<file path="src/rtl/traffic_pkg.sv">
// Shared constants and types for the traffic generator.
// Optional feature macro: TRAFFIC_RANDOM_EN (LFSR-driven skip after a lane wraps).
package traffic_pkg;

  localparam int H_DISPLAY = 640;
  localparam int CAR_WIDTH = 32;
  localparam int SPAN      = H_DISPLAY + CAR_WIDTH;
  localparam int LEVEL_MAX = 7;
  localparam int NUM_LANES = 8;

  localparam logic [9:0] SPAN_W = 10'(SPAN);

  // Index 0 is lane 1.
  localparam logic [7:0][3:0] LANE_STEP = {4'd2, 4'd3, 4'd1, 4'd4, 4'd2, 4'd3, 4'd2, 4'd1};
  localparam logic [7:0][9:0] LANE_INIT_X = {10'd560, 10'd480, 10'd400, 10'd320,
                                             10'd240, 10'd160, 10'd80,  10'd0};
  // 1 = moves right (odd lanes), 0 = moves left (even lanes).
  localparam logic [7:0] LANE_DIR_RIGHT = 8'b0101_0101;

  typedef enum logic {
    RUN    = 1'b0,
    FREEZE = 1'b1
  } state_e;

`ifdef TRAFFIC_RANDOM_EN
  localparam logic [15:0] LFSR_SEED = 16'hACE1;

  // Fibonacci LFSR, taps 16,14,13,11.
  function automatic logic [15:0] lfsr_next(input logic [15:0] q);
    return {q[14:0], q[15] ^ q[13] ^ q[12] ^ q[10]};
  endfunction
`endif

endpackage

</file>
<file path="src/rtl/lane_mover.sv">
// One traffic lane: holds the car x-position and wraps it across the span.
// Optional feature macro: TRAFFIC_RANDOM_EN (per-lane skip counter).
module lane_mover
  import traffic_pkg::*;
(
  input  logic       CLK,
  input  logic       RST,
  input  logic       tick_i,
  input  logic       enable_i,
  input  logic [3:0] step_i,
  input  logic       dir_i,
  input  logic       load_i,
  input  logic [9:0] init_i,
`ifdef TRAFFIC_RANDOM_EN
  input  logic [1:0] rnd_i,
  input  logic       skip_clr_i,
`endif
  output logic [9:0] x_o,
  output logic       wrap_o
);

  logic [9:0] x_q, x_d;
  logic [9:0] step_s;
  logic [9:0] nxt_s;
  logic       wrap_s;
  logic       move_s;

  assign step_s = {6'd0, step_i};

  // Candidate next position and wrap detection; sums never exceed 682 so 10 bits suffice.
  always_comb begin
    nxt_s  = x_q;
    wrap_s = 1'b0;
    if (dir_i) begin
      if ((x_q + step_s) >= SPAN_W) begin
        wrap_s = 1'b1;
        nxt_s  = x_q + step_s - SPAN_W;
      end else begin
        nxt_s  = x_q + step_s;
      end
    end else begin
      if (x_q < step_s) begin
        wrap_s = 1'b1;
        nxt_s  = x_q + SPAN_W - step_s;
      end else begin
        nxt_s  = x_q - step_s;
      end
    end
  end

`ifdef TRAFFIC_RANDOM_EN
  logic [1:0] skip_q, skip_d;

  assign move_s = tick_i & enable_i & (skip_q == 2'd0);

  // Skip counter: loads random hold length on a wrap, counts down on ticks while non-zero.
  always_comb begin
    skip_d = skip_q;
    if (load_i || skip_clr_i) begin
      skip_d = 2'd0;
    end else if (tick_i && enable_i) begin
      if (skip_q != 2'd0) begin
        skip_d = skip_q - 2'd1;
      end else if (wrap_s) begin
        skip_d = rnd_i;
      end else begin
        skip_d = skip_q;
      end
    end else begin
      skip_d = skip_q;
    end
  end

  // Skip counter register.
  always_ff @(posedge CLK or posedge RST) begin
    if (RST) skip_q <= 2'd0;
    else     skip_q <= skip_d;
  end
`else
  assign move_s = tick_i & enable_i;
`endif

  // Position next-state: reload dominates movement.
  always_comb begin
    x_d = x_q;
    if (load_i) begin
      x_d = init_i;
    end else if (move_s) begin
      x_d = nxt_s;
    end else begin
      x_d = x_q;
    end
  end

  // Position register (init value is a tied-off constant at the top level).
  always_ff @(posedge CLK or posedge RST) begin
    if (RST) x_q <= init_i;
    else     x_q <= x_d;
  end

  assign x_o    = x_q;
  assign wrap_o = move_s & wrap_s;

endmodule

</file>
<file path="src/rtl/traffic_control.sv">
// Traffic generator: tick divider, RUN/FREEZE FSM, level register and eight lane movers.
// Optional feature macro: TRAFFIC_RANDOM_EN (LFSR advancing each tick feeds lane skip counters).
module traffic_control
  import traffic_pkg::*;
#(
  parameter int TICK_PERIOD  = 250000,
  parameter int FREEZE_TICKS = 60
) (
  input  logic       CLK,
  input  logic       RST,
  input  logic       game_reset,
  input  logic       level_up,
  input  logic       freeze_req,
  output logic [9:0] car_x1,
  output logic [9:0] car_x2,
  output logic [9:0] car_x3,
  output logic [9:0] car_x4,
  output logic [9:0] car_x5,
  output logic [9:0] car_x6,
  output logic [9:0] car_x7,
  output logic [9:0] car_x8,
  output logic [2:0] level,
  output logic       frozen
);

  localparam int TW = $clog2(TICK_PERIOD);
  localparam int FW = $clog2(FREEZE_TICKS + 1);

  logic [TW-1:0]  tick_cnt_q, tick_cnt_d;
  logic [FW-1:0]  freeze_cnt_q, freeze_cnt_d;
  logic [2:0]     level_q, level_d;
  state_e         state_q, state_d;
  logic           tick_s;
  logic           move_en_s;
  logic [9:0]     x_s [NUM_LANES];
  logic [3:0]     step_s [NUM_LANES];
  logic [NUM_LANES-1:0] wrap_s;
  logic           wrap_unused_s;

  assign tick_s        = (tick_cnt_q == TW'(TICK_PERIOD - 1));
  assign wrap_unused_s = ^wrap_s;

  // Next-state for tick counter, level and RUN/FREEZE FSM; game_reset overrides everything.
  always_comb begin
    tick_cnt_d   = tick_cnt_q;
    freeze_cnt_d = freeze_cnt_q;
    level_d      = level_q;
    state_d      = state_q;
    move_en_s    = 1'b0;
    if (game_reset) begin
      tick_cnt_d   = '0;
      freeze_cnt_d = '0;
      level_d      = 3'd0;
      state_d      = RUN;
    end else begin
      tick_cnt_d = tick_s ? '0 : tick_cnt_q + TW'(1);
      if (level_up && (level_q != 3'(LEVEL_MAX))) begin
        level_d = level_q + 3'd1;
      end else begin
        level_d = level_q;
      end
      case (state_q)
        RUN: begin
          if (freeze_req) begin
            state_d      = FREEZE;
            freeze_cnt_d = FW'(FREEZE_TICKS);
          end else begin
            move_en_s = 1'b1;
          end
        end
        FREEZE: begin
          if (freeze_req) begin
            freeze_cnt_d = FW'(FREEZE_TICKS);
          end else if (tick_s) begin
            freeze_cnt_d = freeze_cnt_q - FW'(1);
            if (freeze_cnt_q <= FW'(1)) begin
              freeze_cnt_d = '0;
              state_d      = RUN;
            end else begin
              state_d      = FREEZE;
            end
          end else begin
            freeze_cnt_d = freeze_cnt_q;
          end
        end
        default: begin
          state_d      = RUN;
          freeze_cnt_d = '0;
        end
      endcase
    end
  end

  // Control registers.
  always_ff @(posedge CLK or posedge RST) begin
    if (RST) begin
      tick_cnt_q   <= '0;
      freeze_cnt_q <= '0;
      level_q      <= 3'd0;
      state_q      <= RUN;
    end else begin
      tick_cnt_q   <= tick_cnt_d;
      freeze_cnt_q <= freeze_cnt_d;
      level_q      <= level_d;
      state_q      <= state_d;
    end
  end

`ifdef TRAFFIC_RANDOM_EN
  logic [15:0] lfsr_q, lfsr_d;

  // LFSR next-state: reseed on game_reset, advance every tick.
  always_comb begin
    lfsr_d = lfsr_q;
    if (game_reset) begin
      lfsr_d = LFSR_SEED;
    end else if (tick_s) begin
      lfsr_d = lfsr_next(lfsr_q);
    end else begin
      lfsr_d = lfsr_q;
    end
  end

  // LFSR register.
  always_ff @(posedge CLK or posedge RST) begin
    if (RST) lfsr_q <= LFSR_SEED;
    else     lfsr_q <= lfsr_d;
  end
`endif

  for (genvar i = 0; i < NUM_LANES; i++) begin : g_lane
    assign step_s[i] = LANE_STEP[i] + {1'b0, level_q};

    lane_mover u_lane (
      .CLK        (CLK),
      .RST        (RST),
      .tick_i     (tick_s),
      .enable_i   (move_en_s),
      .step_i     (step_s[i]),
      .dir_i      (LANE_DIR_RIGHT[i]),
      .load_i     (game_reset),
      .init_i     (LANE_INIT_X[i]),
`ifdef TRAFFIC_RANDOM_EN
      .rnd_i      (lfsr_q[1:0]),
      .skip_clr_i (freeze_req),
`endif
      .x_o        (x_s[i]),
      .wrap_o     (wrap_s[i])
    );
  end

  assign car_x1 = x_s[0];
  assign car_x2 = x_s[1];
  assign car_x3 = x_s[2];
  assign car_x4 = x_s[3];
  assign car_x5 = x_s[4];
  assign car_x6 = x_s[5];
  assign car_x7 = x_s[6];
  assign car_x8 = x_s[7];
  assign level  = level_q;
  assign frozen = (state_q == FREEZE);

endmodule

</file>
<file path="config.mk">
export PLATFORM = sky130hd
export DESIGN_NAME = traffic_control
export DESIGN_NICKNAME = d
export VERILOG_FILES = /design/src/rtl/traffic_pkg.sv /design/src/rtl/lane_mover.sv /design/src/rtl/traffic_control.sv
export SDC_FILE = /design/constraint.sdc
export NUM_CORES = 1
export LEC_CHECK = 0
export ABC_AREA = 1
export ABC_CLOCK_PERIOD_IN_PS = 3650
export CAP_MARGIN = 20
export CORE_ASPECT_RATIO = 1.2
export CORE_MARGIN = 2
export CORE_UTILIZATION = 30
export CTS_CLUSTER_SIZE = 24
export DETAILED_ROUTE_END_ITERATION = 10
export REMOVE_ABC_BUFFERS = 1
export SLEW_MARGIN = 20
export SYNTH_ARGS = -nofsm -noshare
export SYNTH_HDL_FRONTEND = slang
export SYNTH_SLANG_ARGS = --single-unit
export TNS_END_PERCENT = 30
</file>
<file path="constraint.sdc">
create_clock -name CLK -period 3.65 [get_ports CLK]
set_clock_uncertainty 0.15 [all_clocks]
set_input_delay 0.365 -clock CLK [delete_from_list [all_inputs] [get_ports CLK]]
set_output_delay 0.365 -clock CLK [all_outputs]
set_load 0.01 [all_outputs]
</file>
==> results.txt <==
routability cong. = 0.868
clock-pin slew of the registers on the worst-case setup and hold paths = 0.08 ns
Worst Slack Setup Final = 0.377 ns
Pwr Density = 239 nW/um^2
# clock sinks = 108
Period minus WS final = 3.27 ns
post-CTS setup buffer count = 0
Placement Rows = 69
CP Class = reg -> reg
largest net degree at the start of global routing = 61
proportion of layout cells with a drive suffix above 1 = 6.24%
Synth Register Bits = 108
final-report setup violation count = 0
number of DRC markers in iteration 0 = 394
Initial Util = 30.4%
Post-Syn Area = 8980 um^2
Area growth syn-to-layout = 19.0%
Yosys cell types = 48
Setup crit end kind = flip-flop
hpwl dp = 17900 um
P_sw = 0.751 mW
I/O Buffers = 88
final instance area = 10700 um^2
combinational share of power = 11.9%
Die W = 162 um
CTS tree = built
Reg power frac = 48.2%
Cells after DPL = 1688
Power Total = 2.56 mW
routed via count = 8064
status = finished clean
initial antenna violation count = 0
total die area = 31400 um^2
Mapped Cells = 1213
Die Ht = 194 um
Synthesis Warnings = 0
Final Max Slew Viols = 0
worst endpoint required time = 3.74 ns
RSZ-0062 raised after global routing = false
clock latency on the worst-skew pair = 0.36 ns
first-pass GRT wire length = 39400 um
gr usage total = 15.4%
Max Freq = 0.306 GHz
vias per inst = 4.73
type of origin of the critical path = flip-flop
WL final = 23900 um
pre-CTS WS = 0.365 ns
worst rel slew slack = 60.9%
# hold bufs at CTS = 0
nets@finish = 1428
Diodes inserted = 0
post-route insts no fill = 1704
Slew @ Worst Pin = 0.586 ns
Worst VDD drop = 0.000189 V
Max Cap Viol = 0
clock share of power = 39.9%
Ports = 89
Detail Route Antenna Nets = 0
Arr. time, crit path = 3.37 ns
Avg Cell Area, Syn = 7.41 um^2
CTS Buffer Depth = 2
post-synthesis sequential area ratio = 30.4%
H-tree depth = 3
CTS root buffer = clkbuf_16
Util after Layout = 36.2%
Worst Hold Class = in -> async
sw frac = 29.4%
worst-path maximum fanout = 9
fin crit share = 89.7%
P_leak = 5.19 nW
Internal = 1.81 mW
Final Hold Vio Count = 0
Pre-antenna DRT Iters = 5
setup_tns = 0 ns
Area after DPL = 10400 um^2
Num CTS Buffers = 9
core area = 29500 um^2
number of gates resized after CTS = 0
DRC = 0
vias in the first global route = 7834
hold slack final = 0.202 ns
DR WL/cell = 14.0 um
GR Overflow Total = 0
==> area by class of cell <==
cell class                      count  area [um^2]
Fill cell                        3106        18800
Clock buffer                        9          225
Sequential cell                   108         2730
Tap cell                          390          488
Timing Repair Buffer              103         1020
Multi-Input combinational cell    876         5370
Clock inverter                      7         67.6
Inverter                          211          795
==> state kept, by name, summed over array words and instances (netlist names) <==
| name | count |
|---|---|
| frozen | 1 |
| tick_cnt_q | 18 |
| level | 3 |
| g_lane.u_lane.x_o | 80 |
| freeze_cnt_q | 6 |
==> worst max-delay path: stages, from the launching register on <==
cell,delay [ns]
dfrtp_1,0.52
inv_1,0.10
ha_1,0.44
inv_1,0.10
ha_1,0.30
ha_1,0.25
fa_1,0.42
inv_1,0.07
nor2_1,0.04
nor2_1,0.09
nor2_1,0.05
nor2_1,0.13
o21ai_0,0.12
nand2_1,0.11
nand2_1,0.06
nand2_1,0.05
nand3_1,0.06
nand3_1,0.07
nand2_1,0.05
==> power by group through the flow <==
stage | Combinational (mW) | Clock [mW] | Sequential [mW]
detailed placement | 0.309 | 0 | 1.25
global placement | 0.304 | 0 | 1.25
floorplan | 0.201 | 0 | 1.25
CTS | 0.309 | 1.05 | 1.23
global route | 0.349 | 1.10 | 1.24
finish | 0.304 | 1.02 | 1.23
==> logic make-up (layout without fill, tap and decap cells) <==
logic type	count (synthesis)	count (layout)	share of synthesized area [%]
AND/OR/NAND/NOR	556	556	27.1
buffers and inverters	229	330	9.97
AO/OA/AOI/OAI	156	156	10.1
adder cells (fa/ha/maj)	114	114	17.5
flip-flops	108	108	30.4
XOR/XNOR	50	50	4.96
==> placed cells by master, fill, tap and decap left out, drive strengths merged, types with 34 or more instances in the layout <==
master,synthesis,final
a21oi,34,34
clkdlybuf4s50,0,88
dfrtp,88,88
ha,94,94
inv,210,213
nand2,279,279
nand3,109,109
nor2,104,104
o21ai,68,68
xor2,42,42
==> layer usage <==
metal / GRT usage (%) / vias up / wire length, um
li1: - / 4118 / -
met5: 0 / - / 0
met1: 19.8 / 3808 / 11100
met4: 3.15 / 0 / 226
met2: 27.4 / 124 / 11900
met3: 2.08 / 14 / 650
==> cell usage after synthesis (all sizes together) <==
| cell | count | share of area (%) |
|---|---|---|
| nand2 | 279 | 12 |
| inv | 210 | 8.8 |
| nand3 | 109 | 6.1 |
| nor2 | 104 | 4.4 |
| ha | 94 | 13 |
| dfrtp | 88 | 25 |
| o21ai | 68 | 3.9 |
| xor2 | 42 | 4.2 |
| a21oi | 34 | 1.9 |
| nand4 | 27 | 1.9 |
| o22ai | 23 | 1.6 |
| dfstp | 20 | 5.8 |
| fa | 20 | 4.5 |
| nor3 | 19 | 1.5 |
| buf | 12 | 0.91 |
| a31oi | 9 | 0.63 |
| or2 | 8 | 0.56 |
| xnor2 | 8 | 0.78 |
| a22o | 6 | 0.58 |
| clkbuf | 6 | 0.25 |
| nor4 | 5 | 0.52 |
| a32oi | 3 | 0.29 |
| and3 | 3 | 0.21 |
| a21boi | 2 | 0.17 |
| a21o | 2 | 0.17 |
| o211ai | 2 | 0.17 |
| o21bai | 2 | 0.17 |
| o31ai | 2 | 0.17 |
| a211oi | 1 | 0.14 |
| a22oi | 1 | 0.084 |
| a31o | 1 | 0.097 |
| clkinv | 1 | 0.042 |
| nand3b | 1 | 0.084 |
| nor3b | 1 | 0.084 |
==> final timing paths <==
| path | startpoint | to | slack [ns] | cells past startpoint |
|---|---|---|---|---|
| worst max-delay path | level[0]$_DFFE_PP0P_ | g_lane[5].u_lane.x_o[9]$_DFFE_PP0P_ | 0.38 | 18 |
| worst min-delay path | RST | g_lane[0].u_lane.x_o[7]$_DFFE_PP0P_ | 0.20 | 2 |
| worst max register to register | level[0]$_DFFE_PP0P_ | g_lane[5].u_lane.x_o[9]$_DFFE_PP0P_ | 0.38 | 18 |
| worst min register to register | tick_cnt_q[0]$_DFF_PP0_ | tick_cnt_q[0]$_DFF_PP0_ | 0.32 | 1 |
| max in group asynchronous | RST | g_lane[1].u_lane.x_o[6]$_DFFE_PP1P_ | 2.41 | 3 |
| min in group CLK | tick_cnt_q[0]$_DFF_PP0_ | tick_cnt_q[0]$_DFF_PP0_ | 0.32 | 1 |
Note: power is estimated with default switching activity, not from simulation.
